File: src/rtl/sd_cmd_frame_decoder.sv
// SD-SPI command frame decoder: assembles 6-byte command frames from the SPI
// receive buffer, checks end bit and CRC7, and hands them off with valid/ack.
module sd_cmd_frame_decoder #(
  parameter logic CHECK_CRC = 1'b1
) (
  input  logic        CLK,
  input  logic        reset,
  input  logic        CS,
  input  logic [7:0]  ByteIn,
  input  logic        ByteValid,
  input  logic        Ack,
  output logic [5:0]  CmdIndex,
  output logic [31:0] Argument,
  output logic [6:0]  Crc,
  output logic        FrameValid,
  output logic        FrameError,
  output logic        Overrun,
  output logic        Busy
);

  typedef enum logic [1:0] {
    ST_IDLE,
    ST_ARG,
    ST_CRC,
    ST_DONE
  } state_t;

  state_t      state_q, state_d;
  logic        vprev_q;
  logic [1:0]  cnt_q, cnt_d;
  logic [6:0]  crc_acc_q, crc_acc_d;
  logic [5:0]  cmd_q, cmd_d;
  logic [31:0] arg_q, arg_d;
  logic [6:0]  crc_q, crc_d;
  logic        valid_q, valid_d;
  logic        err_q, err_d;
  logic        overrun_q, overrun_d;

  logic        stb;
  logic        act;
  logic        is_start;
  logic [6:0]  crc_seed;
  logic [6:0]  crc_step;

  // CRC7, polynomial x^7 + x^3 + 1, one byte MSB first.
  function automatic logic [6:0] crc7_byte(input logic [6:0] crc_in,
                                           input logic [7:0] data);
    logic [6:0] c;
    logic       fb;
    c = crc_in;
    for (int i = 7; i >= 0; i--) begin
      fb = c[6] ^ data[i];
      c  = {c[5:0], 1'b0};
      if (fb) begin
        c = c ^ 7'h09;
      end
    end
    return c;
  endfunction

  assign stb      = ByteValid & ~vprev_q;
  assign act      = stb & ~CS;
  assign is_start = (ByteIn[7:6] == 2'b01);
  assign crc_seed = crc7_byte(7'd0, ByteIn);
  assign crc_step = crc7_byte(crc_acc_q, ByteIn);

  always_comb begin
    state_d   = state_q;
    cnt_d     = cnt_q;
    crc_acc_d = crc_acc_q;
    cmd_d     = cmd_q;
    arg_d     = arg_q;
    crc_d     = crc_q;
    valid_d   = valid_q;
    err_d     = err_q;
    overrun_d = overrun_q;

    case (state_q)
      ST_IDLE: begin
        if (act && is_start) begin
          cmd_d     = ByteIn[5:0];
          crc_acc_d = crc_seed;
          cnt_d     = 2'd0;
          state_d   = ST_ARG;
        end
      end
      ST_ARG: begin
        if (CS) begin
          state_d = ST_IDLE;
        end else if (act) begin
          arg_d     = {arg_q[23:0], ByteIn};
          crc_acc_d = crc_step;
          cnt_d     = cnt_q + 2'd1;
          if (cnt_q == 2'd3) begin
            state_d = ST_CRC;
          end
        end
      end
      ST_CRC: begin
        if (CS) begin
          state_d = ST_IDLE;
        end else if (act) begin
          crc_d   = ByteIn[7:1];
          err_d   = ~ByteIn[0] | (CHECK_CRC & (ByteIn[7:1] != crc_acc_q));
          valid_d = 1'b1;
          state_d = ST_DONE;
        end
      end
      ST_DONE: begin
        // A start byte in the release cycle begins the next frame directly.
        if (Ack) begin
          valid_d = 1'b0;
          err_d   = 1'b0;
          state_d = ST_IDLE;
          if (act && is_start) begin
            cmd_d     = ByteIn[5:0];
            crc_acc_d = crc_seed;
            cnt_d     = 2'd0;
            state_d   = ST_ARG;
          end
        end else if (act && is_start) begin
          overrun_d = 1'b1;
        end
      end
      default: begin
        state_d = ST_IDLE;
      end
    endcase
  end

  always_ff @(posedge CLK or posedge reset) begin
    if (reset) begin
      state_q   <= ST_IDLE;
      vprev_q   <= 1'b0;
      cnt_q     <= 2'd0;
      crc_acc_q <= 7'd0;
      cmd_q     <= 6'd0;
      arg_q     <= 32'd0;
      crc_q     <= 7'd0;
      valid_q   <= 1'b0;
      err_q     <= 1'b0;
      overrun_q <= 1'b0;
    end else begin
      state_q   <= state_d;
      vprev_q   <= ByteValid;
      cnt_q     <= cnt_d;
      crc_acc_q <= crc_acc_d;
      cmd_q     <= cmd_d;
      arg_q     <= arg_d;
      crc_q     <= crc_d;
      valid_q   <= valid_d;
      err_q     <= err_d;
      overrun_q <= overrun_d;
    end
  end

  assign CmdIndex   = cmd_q;
  assign Argument   = arg_q;
  assign Crc        = crc_q;
  assign FrameValid = valid_q;
  assign FrameError = err_q;
  assign Overrun    = overrun_q;
  assign Busy       = (state_q == ST_ARG) || (state_q == ST_CRC);

endmodule

File: config.mk
export PLATFORM = sky130hd
export DESIGN_NAME = sd_cmd_frame_decoder
export DESIGN_NICKNAME = d
export VERILOG_FILES = /design/src/rtl/sd_cmd_frame_decoder.sv
export SDC_FILE = /design/constraint.sdc
export NUM_CORES = 1
export LEC_CHECK = 0
export ABC_CLOCK_PERIOD_IN_PS = 2300
export BUFFER_PORTS_ARGS = -buffer_cell sky130_fd_sc_hd__clkbuf_2
export CAP_MARGIN = 20
export CORE_ASPECT_RATIO = 1.2
export CORE_MARGIN = 5
export CORE_UTILIZATION = 30
export DETAILED_ROUTE_END_ITERATION = 6
export GPL_TIMING_DRIVEN = 0
export SLEW_MARGIN = 25
export SYNTH_ARGS = -nofsm -noshare
export SYNTH_HDL_FRONTEND = slang
export SYNTH_SLANG_ARGS = --single-unit
File: constraint.sdc
create_clock -name CLK -period 2.3 [get_ports CLK]
set_input_delay 0.46 -clock CLK [delete_from_list [all_inputs] [get_ports CLK]]
set_output_delay 0.46 -clock CLK [all_outputs]
set_load 0.02 [all_outputs]
### Word-level counts from Yosys, hierarchy flattened

Index checks and enable logic that the tools add are counted.

* output and inout bits: 49
* bits in registers: 60

* add/sub/neg operators: 1
* bitwise gates (word level): 37
* equal/unequal tests: 15
* muxes and demuxes: 45
* reductions and logical operators: 13

Operators by type and width (number)
* two-way mux 4 bit: 16
* NOT 2 bit: 15
* two-way mux 7 bit: 4
* two-way mux 2 bit: 11
* case mux 7 bit (3 select lines): 1
* two-way mux 6 bit: 2
* != test 2 bit, second input constant: 6
* case mux 6 bit (2 select lines): 1
* bitwise XOR 1 bit: 12
* != test 3 bit, second input constant: 3
* AND reduction 3 bit: 3
* case mux 2 bit (4 select lines): 1
* AND reduction 4 bit: 2
* != test 7 bit: 1
* == test 2 bit, second input constant: 3
* two-way mux 1 bit: 6
* case mux 2 bit (3 select lines): 1
* AND reduction 5 bit: 1
* == test 2 x 1 -> 1 bit, second input constant: 2
* NOT 1 bit: 4
* case mux 1 bit (2 select lines): 2
* nonzero test 2 bit: 2
* nonzero test 3 bit: 1
* bitwise XOR 1 bit, first input constant: 3
* other kinds (7): 8

### Logic depth before layout (Yosys ltp)

Gate-level depths: netlist (run 1).

* depth after elaboration: 19
* mapped depth: 9
* mapped depth without buffers: 7

### Least setup slack after synthesis (run 1)

OpenSTA, ideal clock, no wires.

* path kind: reg2reg
* start: reg state_q[1]
* end: reg crc_acc_q[4]
* library setup time: 0.121 ns
* path buffers: 2
* slack: 0.375 ns
* stages on the path, launching flop included: 10
* required time: 2.179 ns
* data arrival time: 1.805 ns
* cells stage by stage: dfrtp_1 inv_1 ha_1 buf_4 and4bb_1 buf_2 nand3_1 or4_1 o21ai_1 nor3_1

* cells in the longest elaborated chain, start to end: 3
* elaborated cells on any way between the ends: 9
* classes of those cells: 5 x eq/ne; 1 x mux; 3 x reduce/logical

RTL lines
* start: declaration: line 28 `state_t state_q, state_d;`
* start signal: assignment: line 144 `state_q <= state_d;`
* == test 2 x 1 -> 1 bit, or another cell as far along: line 78 `case (state_q)`
* != test 2 bit (no source line) / nonzero test 3 bit (equally long branches)
* AND reduction 4 bit (no source line)
* end signal: assignment: line 147 `crc_acc_q <= crc_acc_d;`
* end: declaration: line 31 `logic [6:0] crc_acc_q, crc_acc_d;`

Several ways; a longest one is shown, not always the timed one.
A chain may end at the register's enable or synchronous reset.

### Worst setup path after layout (run 1)

Same ends and word-level chain as after synthesis.

==> results of run 1 <==
per-stage QoR:
step | setup WS, ns | utilization [%]
after floorplan | 0.355 | -
after global placement | -0.415 | 34.8
after detailed placement | -0.000392 | 35.1
after CTS | 0.0846 | 38.2
after global routing | 0.00320 | 38.3
final | 0.134 | 38.3
power by group through the flow:
stage               logic [W]  registers (W)  clock network [W]
floorplan             0.00103        0.00215                  0
finish                0.00201        0.00178            0.00135
detailed placement    0.00203        0.00180                  0
global route          0.00220        0.00184            0.00143
global placement      0.00198        0.00178                  0
CTS                   0.00204        0.00178            0.00138
registers in the layout, summed over array words and instances, names as in the netlist:
name	cells
FrameValid	1
state_q	2
FrameError	1
Argument	32
Crc	7
crc_acc_q	7
vprev_q	1
Overrun	1
cnt_q	2
CmdIndex	6
logic make-up after synthesis:
group	after synthesis	synth area share [%]
multiplexers	49	18.2
adder cells (fa/ha/maj)	7	2.91
AO/OA/AOI/OAI	28	6.77
AND/OR/NAND/NOR	56	9.76
flip-flops	60	49.8
buffers and inverters	26	3.95
XOR/XNOR	27	8.60
worst max-delay path by stage:
stage	startpoint	end
after floorplan	reset	Argument[0]
after CTS	state_q[1]	crc_acc_q[4]
after global placement	reset	Overrun
after detailed placement	CS	CmdIndex[5]
final	state_q[1]	crc_acc_q[4]
after global routing	state_q[1]	crc_acc_q[4]
what timing repair did:
action                                  CTS  global route
buffers inserted                          0             0
endpoints found under the setup margin    0             1
resized for setup                         0             2
final cells by class:
| type | instances | area (µm²) | area share (%) |
|---|---|---|---|
| flip-flops and latches | 60 | 1500 | 39.6 |
| multi-input cells | 167 | 1390 | 36.7 |
| repair buffers | 57 | 308 | 8.12 |
| clock buffers | 12 | 256 | 6.77 |
| well taps | 126 | 158 | 4.16 |
| plain buffers | 18 | 95.1 | 2.51 |
| clock inverters | 4 | 47.5 | 1.25 |
| inverters | 8 | 32.5 | 0.858 |
cells in the mapped netlist (6+ instances only):
| cell | number |
|---|---|
| nand2_1 | 18 |
| dfrtp_1 | 60 |
| xnor2_1 | 11 |
| mux2_2 | 46 |
| nand3_1 | 6 |
| nor2_1 | 8 |
| xor2_1 | 13 |
| buf_2 | 11 |
| ha_1 | 7 |
| inv_1 | 8 |
| o21ai_0 | 8 |
per-layer routing:
layer  GRT usage, %  part of all wire, %  up-vias  wire length (µm)
met4           5.07                  2.1        0               140
li1               -                    -     1004                 -
met2           19.4                   50       49              3350
met3           3.84                  4.4       14               291
met5              0                    0        -                 0
met1           14.0                   43     1025              2860
==> metrics.md, run 1 <==
| Metric | Value |
|---|---|
| Status | completed |
| CP max stage delay | 0.51 ns |
| Die X | 101 µm |
| Fin area | 3790 µm² |
| CTS tree | done |
| Slew Viols, Final | 0 |
| GRT Overall Usage | approximately an eighth |
| RSZ-0062 raised after global routing | false |
| Fmax | 462 MHz |
| Antenna Cells | 0 |
| RR Startpoint | state_q[1] |
| Yosys reg bits | 60 |
| Period utilization | a little over nine tenths |
| Post-synth EDFFs | 0 |
| Final ANT Viol Nets | 0 |
| Max-Slew Margin vs Limit | between 50% and 60% |
| Min Clock Period, post-route | about 2.2 ns |
| Least-Margin Pin Slew | 0.696 ns |
| Switching power | 0.00192 W |
| WL final | around 6600 µm |
| Slowest-stage cell, CP | or4_1 |
| Fillers | ~1,000 |
| Ys Warns | 0 |
| # clock sinks | 60 |
| Power share of the sequential group | 34.6% |
| Routed len/inst | 14.7 µm |
| Layout cells sized above 1 | around 43% |
| TritonCTS Buffers | 9 |
| Final hold vios | 0 |
| Crit path required time | 2.51 ns |
| Max-Cap Viols | 0 |
| Initial Util | 30.4% |
| Final TNS setup | 0 ns |
| Synthesized netlist cell count | about 250 |
| Placed insts | 436 |
| Cell Pwr Density | approximately 1400 nW/µm² |
| Total power | 0.00514 W |
| Residual DRC count | 0 |
| Hold WS | 0.0126 ns |
| Clock Tree Buf Depth | 2 |
| Total gr overflow | 0 |
| Number of setup violations in the final report | 0 |
| Final Skew | 0.00648 ns |
| Delay-heaviest family, CP | simple AND/OR/NAND/NOR gates |
| VDD IR max | 0.697 mV |
| First-pass GRT wire length | between 10,000 and 15,000 µm |
| Synth cell types | 44 |
| RePlAce Congestion | 0.778 |
| Cts hold-fix bufs | 0 |
| Final cell count without fillers | 452 |
| Leading area contributor after synthesis | dfrtp_1 |
| HPWL Detailed | 4980 µm |
| Root buffer cell | clkbuf_16 |
| Critical Path AT | 2.38 ns |
| Post-Syn Area | 3010 µm² |
| DRT iter0 DRCs | 115 |
| Area of the core | 9910 µm² |
| Worst-path clk slew | 0.05 ns |
| Commonest non-fill, non-tap cell in the layout | dfrtp_1 |
| I/O Buffers | 56 |
| I/O Pins | 62 |
| Area Overhead vs Synth | 25.8% |
| Worst Reg-to-Reg Cells | 9 |
| H-tree Lvls | 3 |
| Internal | 0.00322 W |
| Critical path buffers and inverters | 3 |
| Clk pwr share | between 20% and 30% |
| Initial antenna violation count | 0 |
| Mapped Avg Cell Area | 11.9 µm² |
| Reg2reg setup slack | between 0.1 and 0.15 ns |
| Vias in the first global route | about 2,200 |
| RR Endpoint | crc_acc_q[4] |
| Lkg Pwr | 1.81 nW |
| Commonest non-fill, non-tap cells in the layout | 60 x dfrtp_1, 56 x clkbuf_2, 46 x mux2_2, 18 x nand2_1, 13 x xor2_1 |
| Vias | 2,092 |
| Later-pin clock latency in the skew report | 0.33 ns |
| Worst Setup Start Kind | flip-flop |
| Syn Nets | between 200 and 300 |
| Largest net degree at the start of global routing | 54 |
| Die span in y | between 100 and 150 µm |
| Synth top area cells | dfrtp_1 50%, mux2_2 17%, xor2_1 3.8% |
| Layout Nets | 341 |
| Post-Place Cell Area | about 3500 µm² |
| Asr flop ratio synth | 100% |
| Switch share | 37.4% |
| Peak fanout along the critical path | 9 |
| Synth top area share | 49.8% |
| Crit. End Element | flip-flop |
| First-pass DRT Iterations | 4 |
| Worst-path cell chain | inv_1, ha_1, buf_6, and4bb_1, clkbuf_4, nand3_1, or4_1, o21ai_1, nor3_1 |
| Synth Flop Type | dfrtp_1 |
| Number of cell rows | 40 |
| Combinational Power Share | 39.1% |
| Setup Crit Path Kind | reg -> reg |
| Register area share after synthesis | 49.8% |
| Levels on crit path | 9 |
| Via/cell ratio | between 4 and 5 |
| DIE AREA | about 12,000 µm² |
| Hold Crit Class | in -> async |
Power figures use the tool's default switching activity.
==> inputs of run 2 (changes only) <==
--- a/config.mk
+++ b/config.mk
@@ -5,7 +5,7 @@
 export SDC_FILE = /design/constraint.sdc
 export NUM_CORES = 1
 export LEC_CHECK = 0
-export ABC_CLOCK_PERIOD_IN_PS = 2300
+export ABC_CLOCK_PERIOD_IN_PS = 2510
 export BUFFER_PORTS_ARGS = -buffer_cell sky130_fd_sc_hd__clkbuf_2
 export CAP_MARGIN = 20
 export CORE_ASPECT_RATIO = 1.2
==> constraint.sdc (replaced) <==
create_clock -name CLK -period 2.51 [get_ports CLK]
set_input_delay 0 -clock CLK [delete_from_list [all_inputs] [get_ports CLK]]
set_output_delay 0 -clock CLK [all_outputs]
set_load 0.02 [all_outputs]
==> metrics.md, run 2 (synthesis results as in run 1) <==
| Metric | Value |
|---|---|
| Status | completed |
| Worst-path clk slew | 0.05 ns (about the same) |
| Final ANT Viol Nets | 0 (unchanged) |
| DR WL met3 | 300 µm (+3.1%) |
| Initial antenna violation count | 0 (unchanged) |
| Max-Slew Margin vs Limit | 51.6% (-1.7 points) |
| Least-Margin Pin Slew | 0.723 ns (+0.0261 ns) |
| Critical Path AT | 2.40 ns (+0.02 ns) |
| Residual DRC count | 0 (unchanged) |
| Crit. Startpoint | state_q[1] |
| H-tree Lvls | 3 (unchanged) |
| DP Worst Slack | 0.316 ns (+0.317 ns) |
| Vias | 2,106 (+0.67%) |
| Clock Tree Buf Depth | 2 (unchanged) |
| Fillers | 1,013 (-0.20%) |
| Hold Crit Class | in -> reg |
| Number of cell rows | 40 (unchanged) |
| Internal | 0.00294 W (-8.5%) |
| Peak fanout along the critical path | 9 (unchanged) |
| Layout cells sized above 1 | 42.9% (-0.39 points) |
| Lkg Pwr | 1.82 nW (+0.66%) |
| Final TNS setup | 0 ns (unchanged) |
| Crit. End Element | flip-flop |
| DRT iter0 DRCs | 114 (-0.87%) |
| Combinational Power Share | 39.0% (about the same) |
| # clock sinks | 60 (unchanged) |
| Hold Path Origin | ByteIn[0] |
| Largest register FFs | 32 (unchanged) |
| Power share of the sequential group | 34.6% (about the same) |
| Setup Crit Path Kind | reg -> reg |
| Worst Setup Start Kind | flip-flop |
| Top Layer Used | met4 |
| RSZ-0062 raised after global routing | false |
| Area Overhead vs Synth | 26.6% |
| Layout Nets | 344 (+0.88%) |
| Cts hold-fix bufs | 3 (+3) |
| HPWL Detailed | 4980 µm (unchanged) |
| RR Startpoint | state_q[1] |
| Number of setup violations in the final report | 0 (unchanged) |
| Routed len/inst | 14.6 µm (-0.48%) |
| Switching power | 0.00176 W (-8.4%) |
| Slew Viols, Final | 0 (unchanged) |
| Commonest non-fill, non-tap cells in the layout | 60 x dfrtp_1, 56 x clkbuf_2, 46 x mux2_2, 18 x nand2_1, 13 x xor2_1 |
| First-pass DRT Iterations | 4 (unchanged) |
| WL final | 6650 µm (+0.18%) |
| Die X | 101 µm (unchanged) |
| First-pass GRT wire length | 11,200 µm (+0.25%) |
| Crit path required time | 2.72 ns (+0.21 ns) |
| Period utilization | 87.2% (-7.0 points) |
| RePlAce Congestion | 0.778 (unchanged) |
| Vias in the first global route | 2,193 (+0.41%) |
| Metal-1 WL | 2840 µm (-0.56%) |
| Max-Cap Viols | 0 (unchanged) |
| Final Skew | 0.00648 ns (-0.00000239 ns) |
| Area of the core | 9910 µm² (unchanged) |
| GRT Overall Usage | 11.8% (+0.024 points) |
| Clk pwr share | 26.4% (about the same) |
| Via/cell ratio | 4.63 (about the same) |
| TritonCTS Buffers | 9 (unchanged) |
| Fmax | 457 MHz (-1.0%) |
| Cell Pwr Density | 1230 nW/µm² (-9.0%) |
| Switch share | 37.4% (about the same) |
| Total gr overflow | 0 (unchanged) |
| Die span in y | 120 µm (unchanged) |
| Root buffer cell | clkbuf_16 |
| Final worst-path setup slack | 0.322 ns (+0.188 ns) |
| Final hold vios | 0 (unchanged) |
| Min Clock Period, post-route | 2.19 ns (+0.0224 ns) |
| I/O Pins | 62 (unchanged) |
| Hold WS | 0.0153 ns (+0.00270 ns) |
| Later-pin clock latency in the skew report | 0.33 ns (about the same) |
| Antenna Cells | 0 (unchanged) |
| DIE AREA | 12,200 µm² (unchanged) |
| Largest net degree at the start of global routing | 54 (unchanged) |
| Initial Util | 30.4% (unchanged) |
| Postcts setup bufs | 0 (unchanged) |
| Met2 Routed Length | 3370 µm (+0.57%) |
| VDD IR max | 0.638 mV (-8.4%) |
| CTS resizes | 0 (unchanged) |
| CTS tree | done |
| Commonest non-fill, non-tap cell in the layout | dfrtp_1 |
| I/O Buffers | 56 (unchanged) |
[run 2: final cells by class]
type	instances	area, µm²	area share [%]
Tap cell	126	158	4.13
Timing Repair Buffer	60	338	8.86
Inverter	8	32.5	0.853
Buffer	18	88.8	2.33
Clock inverter	4	47.5	1.25
Multi-Input combinational cell	167	1390	36.5
Sequential cell	60	1500	39.4
Clock buffer	12	256	6.72
[run 2: worst max-delay path, stage by stage, from the launching register on]
cell      delay [ns]
dfrtp_1         0.41
inv_1           0.13
ha_1            0.18
buf_4           0.17
and4bb_1        0.22
buf_2           0.19
nand3_1         0.11
or4_1           0.51
o21ai_1         0.09
nor3_1          0.06
[run 2: power groups by stage]
stage               clock network, W  logic (W)  registers (W)
global placement                   0    0.00182        0.00163
finish                       0.00124    0.00183        0.00163
global route                 0.00131    0.00202        0.00169
floorplan                          0   0.000940        0.00197
CTS                          0.00127    0.00187        0.00164
detailed placement                 0    0.00186        0.00165
[run 2: final timing paths]
| kind | endpoint | slack, ns | cells past startpoint |
|---|---|---|---|
| max in group asynchronous | state_q[1] | 1.92 | 4 |
| max reg2reg | crc_acc_q[4] | 0.32 | 9 |
| min reg2reg | Overrun | 0.47 | 1 |
| min | Argument[0] | 0.02 | 2 |
| max | crc_acc_q[4] | 0.32 | 9 |
| min in group asynchronous | CmdIndex[1] | 0.11 | 3 |
[run 2: metrics by stage]
stage / power, W / util [%] / cell area [µm²] / cells
2_1_floorplan: 0.00291 / - / 3010 / 253
3_3_place_gp: 0.00344 / 34.8 / 3450 / 435
3_5_place_dp: 0.00350 / 35.1 / 3480 / 436
4_1_cts: 0.00477 / 38.5 / 3810 / 455
5_1_grt: 0.00502 / 38.5 / 3810 / 455
6_report: 0.00470 / 38.5 / 3810 / 455
[run 2: layer usage]
| layer | vias up | track usage (%) |
|---|---|---|
| met5 | - | 0 |
| li1 | 1010 | - |
| met3 | 14 | 3.90 |
| met4 | 0 | 5.07 |
| met2 | 48 | 19.4 |
| met1 | 1034 | 14.0 |
